## config.mk

```make
export PLATFORM = sky130hd
export DESIGN_NAME = bf_stdout_uart_flat
export DESIGN_NICKNAME = d
export VERILOG_FILES = /design/src/rtl/bf_pkg.sv /design/src/rtl/bf_stdout_uart_if.sv /design/src/rtl/bf_byte_fifo.sv /design/src/rtl/bf_stdout_uart.sv /design/src/flat_wrapper.sv
export SDC_FILE = /design/constraint.sdc
export NUM_CORES = 1
export LEC_CHECK = 0
export CAP_MARGIN = 20
export CORE_MARGIN = 3
export CORE_UTILIZATION = 60
export CTS_CLUSTER_DIAMETER = 100
export DETAILED_ROUTE_END_ITERATION = 8
export PLACE_DENSITY = 0.79
export SLEW_MARGIN = 40
export SYNTH_ARGS = -nofsm -noshare
export SYNTH_HDL_FRONTEND = slang
export SYNTH_SLANG_ARGS = --single-unit
```

## constraint.sdc

```tcl
create_clock -name clk -period 3.4 [get_ports clk]
set_input_delay 0.34 -clock clk [delete_from_list [all_inputs] [get_ports clk]]
set_output_delay 0.34 -clock clk [all_outputs]
set_load 0.01 [all_outputs]
```

## src/rtl/bf_pkg.sv

```systemverilog
`default_nettype none
// +----------------------------------------------------------------------------+
// | Module : bf_pkg                                                            |
// | Brief  : Shared TX state encodings and UART constants for bf_stdout_uart.  |
// | Rev    : 1.0                                                               |
// +----------------------------------------------------------------------------+
package bf_pkg;

    localparam logic [2:0] ST_IDLE   = 3'd0;
    localparam logic [2:0] ST_START  = 3'd1;
    localparam logic [2:0] ST_DATA   = 3'd2;
    localparam logic [2:0] ST_PARITY = 3'd3;
    localparam logic [2:0] ST_STOP   = 3'd4;

    localparam logic UART_IDLE_LEVEL = 1'b1;
    localparam int   DATA_BITS       = 8;

    typedef logic [DATA_BITS-1:0] byte_t;

    function automatic logic even_parity(input byte_t b);
        return ^b;
    endfunction

endpackage
`default_nettype wire

```

## src/rtl/bf_stdout_uart_if.sv

```systemverilog
`default_nettype none
// +----------------------------------------------------------------------------+
// | Module : bf_stdout_uart_if                                                 |
// | Brief  : Core stdout handshake plus UART status bundle.                    |
// | Rev    : 1.0                                                               |
// +----------------------------------------------------------------------------+
interface bf_stdout_uart_if #(
    parameter int CNT_WIDTH = 4
);
    logic [7:0]           stdout_data;
    logic                 stdout_en;
    logic                 core_en;
    logic                 uart_tx;
    logic                 tx_busy;
    logic [CNT_WIDTH-1:0] fifo_level;

    modport master (
        output stdout_data, stdout_en,
        input  core_en, uart_tx, tx_busy, fifo_level
    );

    modport slave (
        input  stdout_data, stdout_en,
        output core_en, uart_tx, tx_busy, fifo_level
    );
endinterface
`default_nettype wire

```

## src/rtl/bf_byte_fifo.sv

```systemverilog
`default_nettype none
// +----------------------------------------------------------------------------+
// | Module : bf_byte_fifo                                                      |
// | Brief  : Synchronous byte FIFO with wrapping pointers and level count.     |
// | Rev    : 1.0                                                               |
// +----------------------------------------------------------------------------+
module bf_byte_fifo
    import bf_pkg::*;
#(
    parameter int DEPTH     = 8,
    parameter int CNT_WIDTH = 4
) (
    input  wire                  clk,
    input  wire                  reset,
    input  wire                  push_i,
    input  wire                  pop_i,
    input  wire  [7:0]           wdata_i,
    output byte_t                rdata_o,
    output logic [CNT_WIDTH-1:0] level_o
);

    localparam int PTR_W = $clog2(DEPTH);

    byte_t                mem_q [DEPTH];
    logic [PTR_W-1:0]     wr_ptr_q;
    logic [PTR_W-1:0]     rd_ptr_q;
    logic [CNT_WIDTH-1:0] level_q;

    // The caller guarantees no push when full and no pop when empty.
    always_ff @(posedge clk) begin
        if (reset) begin
            wr_ptr_q <= '0;
            rd_ptr_q <= '0;
            level_q  <= '0;
        end else begin
            if (push_i) wr_ptr_q <= wr_ptr_q + PTR_W'(1);
            if (pop_i)  rd_ptr_q <= rd_ptr_q + PTR_W'(1);
            case ({push_i, pop_i})
                2'b10:   level_q <= level_q + CNT_WIDTH'(1);
                2'b01:   level_q <= level_q - CNT_WIDTH'(1);
                default: level_q <= level_q;
            endcase
        end
    end

    always_ff @(posedge clk) begin
        if (push_i) mem_q[wr_ptr_q] <= wdata_i;
    end

    assign rdata_o = mem_q[rd_ptr_q];
    assign level_o = level_q;

endmodule
`default_nettype wire

```

## src/rtl/bf_stdout_uart.sv

```systemverilog
`default_nettype none
// +----------------------------------------------------------------------------+
// | Module : bf_stdout_uart                                                    |
// | Brief  : Buffers BF core stdout bytes and sends them as 8N1 UART, stalling |
// |          the core while the FIFO is full. BF_UART_PARITY_EN selects 8E1.   |
// | Rev    : 1.0                                                               |
// +----------------------------------------------------------------------------+
module bf_stdout_uart
    import bf_pkg::*;
#(
    parameter int CLKS_PER_BIT = 104,
    parameter int FIFO_DEPTH   = 8,
    parameter int CNT_WIDTH    = 4
) (
    input  wire              clk,
    input  wire              reset,
    bf_stdout_uart_if.slave  bus
);

    localparam int                TIMER_W    = $clog2(CLKS_PER_BIT);
    localparam int                BIDX_W     = $clog2(DATA_BITS);
    localparam logic [TIMER_W-1:0] TIMER_LAST = TIMER_W'(CLKS_PER_BIT - 1);
    localparam logic [BIDX_W-1:0]  BIDX_LAST  = BIDX_W'(DATA_BITS - 1);

    logic [2:0]           state_q,   state_d;
    logic [TIMER_W-1:0]   timer_q,   timer_d;
    logic [BIDX_W-1:0]    bit_idx_q, bit_idx_d;
    byte_t                shift_q,   shift_d;
    logic                 tx_q,      tx_d;

    logic                 core_en;
    logic                 push;
    logic                 pop;
    logic                 bit_done;
    byte_t                fifo_rdata;
    logic [CNT_WIDTH-1:0] level;

    // Full check uses the pre-edge level, so a same-cycle pop never unblocks a push.
    assign core_en  = (level != CNT_WIDTH'(FIFO_DEPTH));
    assign push     = bus.stdout_en & core_en;
    assign bit_done = (timer_q == TIMER_LAST);

    bf_byte_fifo #(
        .DEPTH     (FIFO_DEPTH),
        .CNT_WIDTH (CNT_WIDTH)
    ) u_fifo (
        .clk     (clk),
        .reset   (reset),
        .push_i  (push),
        .pop_i   (pop),
        .wdata_i (bus.stdout_data),
        .rdata_o (fifo_rdata),
        .level_o (level)
    );

`ifdef BF_UART_PARITY_EN
    logic parity_q, parity_d;
`endif

    always_comb begin
        state_d   = state_q;
        timer_d   = '0;
        bit_idx_d = bit_idx_q;
        shift_d   = shift_q;
        tx_d      = UART_IDLE_LEVEL;
        pop       = 1'b0;
`ifdef BF_UART_PARITY_EN
        parity_d  = parity_q;
`endif
        if (state_q != ST_IDLE) begin
            timer_d = bit_done ? '0 : timer_q + TIMER_W'(1);
        end
        case (state_q)
            ST_IDLE: begin
                if (level != '0) begin
                    pop       = 1'b1;
                    shift_d   = fifo_rdata;
                    bit_idx_d = '0;
                    state_d   = ST_START;
`ifdef BF_UART_PARITY_EN
                    parity_d  = even_parity(fifo_rdata);
`endif
                end
            end
            ST_START: begin
                tx_d = 1'b0;
                if (bit_done) state_d = ST_DATA;
            end
            ST_DATA: begin
                tx_d = shift_q[0];
                if (bit_done) begin
                    shift_d   = shift_q >> 1;
                    bit_idx_d = bit_idx_q + BIDX_W'(1);
                    if (bit_idx_q == BIDX_LAST) begin
`ifdef BF_UART_PARITY_EN
                        state_d = ST_PARITY;
`else
                        state_d = ST_STOP;
`endif
                    end
                end
            end
`ifdef BF_UART_PARITY_EN
            ST_PARITY: begin
                tx_d = parity_q;
                if (bit_done) state_d = ST_STOP;
            end
`endif
            ST_STOP: begin
                tx_d = UART_IDLE_LEVEL;
                if (bit_done) state_d = ST_IDLE;
            end
            default: state_d = ST_IDLE;
        endcase
    end

    // The line register lags the state by one cycle, giving the two-edge push-to-start latency.
    always_ff @(posedge clk) begin
        if (reset) begin
            state_q   <= ST_IDLE;
            timer_q   <= '0;
            bit_idx_q <= '0;
            shift_q   <= '0;
            tx_q      <= UART_IDLE_LEVEL;
        end else begin
            state_q   <= state_d;
            timer_q   <= timer_d;
            bit_idx_q <= bit_idx_d;
            shift_q   <= shift_d;
            tx_q      <= tx_d;
        end
    end

`ifdef BF_UART_PARITY_EN
    always_ff @(posedge clk) begin
        if (reset) parity_q <= 1'b0;
        else       parity_q <= parity_d;
    end
`endif

    assign bus.core_en    = core_en;
    assign bus.uart_tx    = tx_q;
    assign bus.tx_busy    = (state_q != ST_IDLE);
    assign bus.fifo_level = level;

endmodule
`default_nettype wire

```

## src/flat_wrapper.sv

```systemverilog
// flat-port wrapper written by rule: the top's interface ports become plain ports
module bf_stdout_uart_flat import bf_pkg::*;
#(
    parameter int CLKS_PER_BIT = 104,
    parameter int FIFO_DEPTH   = 8,
    parameter int CNT_WIDTH    = 4
)
  (clk, reset, bus_stdout_data, bus_stdout_en, bus_core_en, bus_uart_tx, bus_tx_busy, bus_fifo_level);
  bf_stdout_uart_if #(.CNT_WIDTH(CNT_WIDTH)) bus_i ();
  input  wire clk;
  input  wire reset;
  input wire logic [$bits(bus_i.stdout_data)-1:0] bus_stdout_data;
  input wire logic [$bits(bus_i.stdout_en)-1:0] bus_stdout_en;
  output wire logic [$bits(bus_i.core_en)-1:0] bus_core_en;
  output wire logic [$bits(bus_i.uart_tx)-1:0] bus_uart_tx;
  output wire logic [$bits(bus_i.tx_busy)-1:0] bus_tx_busy;
  output wire logic [$bits(bus_i.fifo_level)-1:0] bus_fifo_level;
  assign bus_i.stdout_data = bus_stdout_data;
  assign bus_i.stdout_en = bus_stdout_en;
  assign bus_core_en = bus_i.core_en;
  assign bus_uart_tx = bus_i.uart_tx;
  assign bus_tx_busy = bus_i.tx_busy;
  assign bus_fifo_level = bus_i.fifo_level;
  bf_stdout_uart #(.CLKS_PER_BIT(CLKS_PER_BIT), .FIFO_DEPTH(FIFO_DEPTH), .CNT_WIDTH(CNT_WIDTH)) u_core (.clk(clk), .reset(reset), .bus(bus_i));
endmodule
```

==> results.yml <==
outcome:
  run_status: "complete, no violations"
grt:
  overflow: 0
  grt_max_degree: 31
  antenna_found_initial: 0
  grt_pass1_wl_um: 12100
  grt_usage_pct: 20.8
  grt_pass1_vias: 2366
timing:
  fin_skew_ns: 0.00590
  report.final.slew_viol_count: 0
  tightest_slew_ns: 0.713
  finalSetupViolations: 0
  fmax_mhz: 366
  rsz0062_at_grt: "false"
  hold_violations: 0
  relSlewSlack_pct: 52.4
  fin_ws_ns: 0.667
  period_minus_slack_ns: 2.73
  final_min_period_over_clock_period_pct: 80.4
  setup_tns_ns: 0
worst_setup_path:
  crit_arrival_ns: 3.02
  criticalPathCategory: "register to register"
  startpoint_type: "register"
  ff2ff_path_depth: 10
  r2r-end: "u_core.u_fifo.level_o[2]"
  reg2reg_from: "u_core.u_fifo.level_o[2]"
  endpoint_kind: "register"
  critPathRequiredTime_ns: 3.69
  r2r_setup_slack_ns: 0.67
  cp_max_fo: 7
power_and_ir_drop:
  p_leak_nw: 1.50
  switching_share_pct: 33.3
  p_per_area_nw_per_um2: 695
  p_sw_mw: 1.07
  comb_power_share_pct: 31.7
  ir_worst_vdd_uv: 384
  pwr-share-clk_pct: 20.9
  p_int_mw: 2.14
  p_seq_share_pct: 47.4
hold_path:
  worstHoldStart: "reset"
  min_path_cells: 2
  min_to: "u_core.bit_idx_q[0]"
  hold_class: "input pin to register"
synth:
  synthMuxAreaShare_pct: 8.22
  syn_nets: 325
  synth-xor-area-share_pct: 2.50
  synth-seq-cells: 99
  synth_fa_ha_area_share_pct: 2.38
  synth_top_family_by_area: "compound AO/OA/AOI/OAI gates"
  synth-compound-area-share_pct: 10.8
  ys_warn_count: 0
  yosysUniqueCellTypes: 45
  syn_area_per_cell_um2: 13.7
  synthSimpleGateAreaFrac_pct: 10.0
  synth_area_um2: 4200
  syn_inst: 306
  ys_seq_area_share_pct: 62.4
route:
  dr.pass1.iters: 4
  wl_um: 7380
  viasPerCell: 5.75
  drt_iter0_markers: 211
  vias: 2450
  ant_nets: 0
  wl_per_cell_um: 17.3
  drc_errors: 0
die:
  initial_core_util_pct: 64.0
  boundaryPins: 18
  die_area_um2: 8040
  rows: 29
  die_w_um: 89.7
  die_h_um: 89.7
  core_um2: 6570
finish:
  multi_input_area_um2: 1430
  fin_nets: 347
  final_cell_mix: "64 x edfxtp_1, 35 x dfxtp_1, 30 x mux2i_1, 19 x nor2_1, 16 x clkdlybuf4s50_1"
  drive_above_1_share_pct: 13.8
  seq_area_um2: 2620
  area_growth_pct: 9.86
  final_common_cell: "edfxtp_1"
  fill_cells: 465
  diodes: 0
clocking:
  cts_resized: 0
  clk_pin_slew_ns: 0.09
  cts.root.buffer_cell: "clkbuf_8"
  numCtsBuffers: 9
  htreeDepth: 3
  cts_setup_buffers: 0
  clockBufferDepth: 2
  clkLatencyLatePin_ns: 0.35
  cts_tree: "yes"
  clock-sinks: 99
  postCtsHoldBufs: 0
place:
  port_buffers: 17
  gp_congestion: 0.828
  dp_hpwl_um: 4840
  preCtsSetupSlack_ns: 0.708
run:
  cap_viol_max_count: 0
[registers in the layout, summed over array words and instances, names as in the netlist, named ones only]
| name | flops |
|---|---|
| u_core.bit_idx_q | 3 |
| u_core.u_fifo.level_o | 4 |
| u_core.u_fifo.wr_ptr_q | 3 |
| u_core.state_q | 3 |
| u_core.u_fifo.rd_ptr_q | 3 |
| u_core.u_fifo.mem_q | 64 |
| u_core.timer_q | 7 |
| u_core.shift_q | 8 |
| u_core.bus.uart_tx | 1 |
[stage by stage]
stage | cell area, um^2 | cells | util [%] | power, mW | hold WS [ns]
2_1_floorplan | 4200 | 306 | - | 2.32 | 0.418
3_3_place_gp | 4440 | 410 | 67.6 | 2.53 | 0.434
3_5_place_dp | 4440 | 410 | 67.6 | 2.56 | 0.442
4_1_cts | 4610 | 426 | 70.2 | 3.23 | 0.455
5_1_grt | 4620 | 426 | 70.3 | 3.40 | 0.454
6_report | 4620 | 426 | 70.3 | 3.21 | 0.425
[cells by family (layout without fill, tap and decap cells)]
kind of cell               count (synthesis)  count (layout)
muxes                                     32              32
and+or+nand+nor                           75              75
xor gates and xnor gates                  12              12
buffers and inverters                     25              52
DFF                                       99              99
AOI/OAI and AO/OA                         55              55
adders and majority gates                  8               8
[area by class of cell]
type	instances	area share, %
timing repair buffer	25	4.88
multi-input combinational	182	31.1
sequential	99	56.8
inverter	11	0.895
clock inverter	7	1.14
tap	93	2.52
clock buffer	9	2.68
[cell usage after synthesis]
cell	instances	share of area, %
a2111o_1	6	1.6
xor2_1	9	1.9
nand4_1	1	0.15
o32ai_1	1	0.21
or2_2	1	0.15
inv_1	11	0.98
nor2_2	1	0.15
a21boi_0	1	0.18
nand3b_1	2	0.36
nor4_1	1	0.15
nor2_4	1	0.27
dfxtp_1	35	17
nor4b_4	1	0.57
clkbuf_8	4	1.3
or4_4	1	0.27
nor3_1	8	0.95
nand4b_1	2	0.42
a211o_1	1	0.21
nand3_1	11	1.3
nand2_2	1	0.15
edfxtp_1	64	46
nand2_1	8	0.71
buf_6	2	0.54
ha_1	8	2.4
xnor2_1	3	0.63
a31o_2	1	0.21
nor2b_1	4	0.60
or3_1	1	0.15
or3_2	1	0.18
a21oi_1	15	1.8
nor2_1	22	2.0
and2_1	1	0.15
clkbuf_1	5	0.45
o21ai_0	6	0.71
nand2b_1	3	0.45
buf_2	3	0.36
mux4_2	2	1.1
a2bb2oi_2	1	0.36
nand4bb_1	1	0.27
a22oi_1	14	2.5
a211oi_1	2	0.36
mux2i_1	30	7.1
o32ai_2	7	2.7
or4_1	1	0.18
or4b_1	2	0.48
[routing by layer]
metal | track usage, % | part of all wire, % | vias to the layer above
li1 | - | - | 1205
met1 | 28.6 | 45 | 1187
met2 | 33.4 | 48 | 49
met3 | 4.20 | 4.6 | 9
met4 | 6.77 | 1.5 | 0
met5 | 0 | 0 | -
[worst max-delay path, cell delays in order (launching register included)]
cell and delay [ns]:
dfxtp_1 0.37, or4_4 0.59, nand2_1 0.17, inv_1 0.09, ha_1 0.27, xor2_1 0.17
ha_1 0.19, a21oi_1 0.15, xor2_1 0.10, or3_2 0.42, a21oi_1 0.15
[power by group through the flow]
stage | Clock, mW | Combinational, mW | Sequential, mW
2_1_floorplan | 0 | 0.781 | 1.54
5_1_grt | 0.733 | 1.13 | 1.54
4_1_cts | 0.689 | 1.02 | 1.52
3_5_place_dp | 0 | 1.01 | 1.55
6_report | 0.670 | 1.02 | 1.52
3_3_place_gp | 0 | 0.986 | 1.54
[worst max path at each step]
stage                                        start                       end  slack (ns)  cells past startpoint
final                     u_core.u_fifo.level_o[2]  u_core.u_fifo.level_o[2]        0.67                     10
after global routing      u_core.u_fifo.level_o[2]  u_core.u_fifo.level_o[2]        0.49                     10
after CTS                 u_core.u_fifo.level_o[1]  u_core.u_fifo.level_o[2]        0.67                     10
after detailed placement  u_core.u_fifo.level_o[2]  u_core.u_fifo.level_o[2]        0.71                     10
after global placement    u_core.u_fifo.level_o[0]  u_core.u_fifo.level_o[2]        0.81                     10
after floorplan           u_core.u_fifo.level_o[2]  u_core.u_fifo.level_o[2]        0.85                     10
No activity file was read; power rests on OpenSTA's default activity.
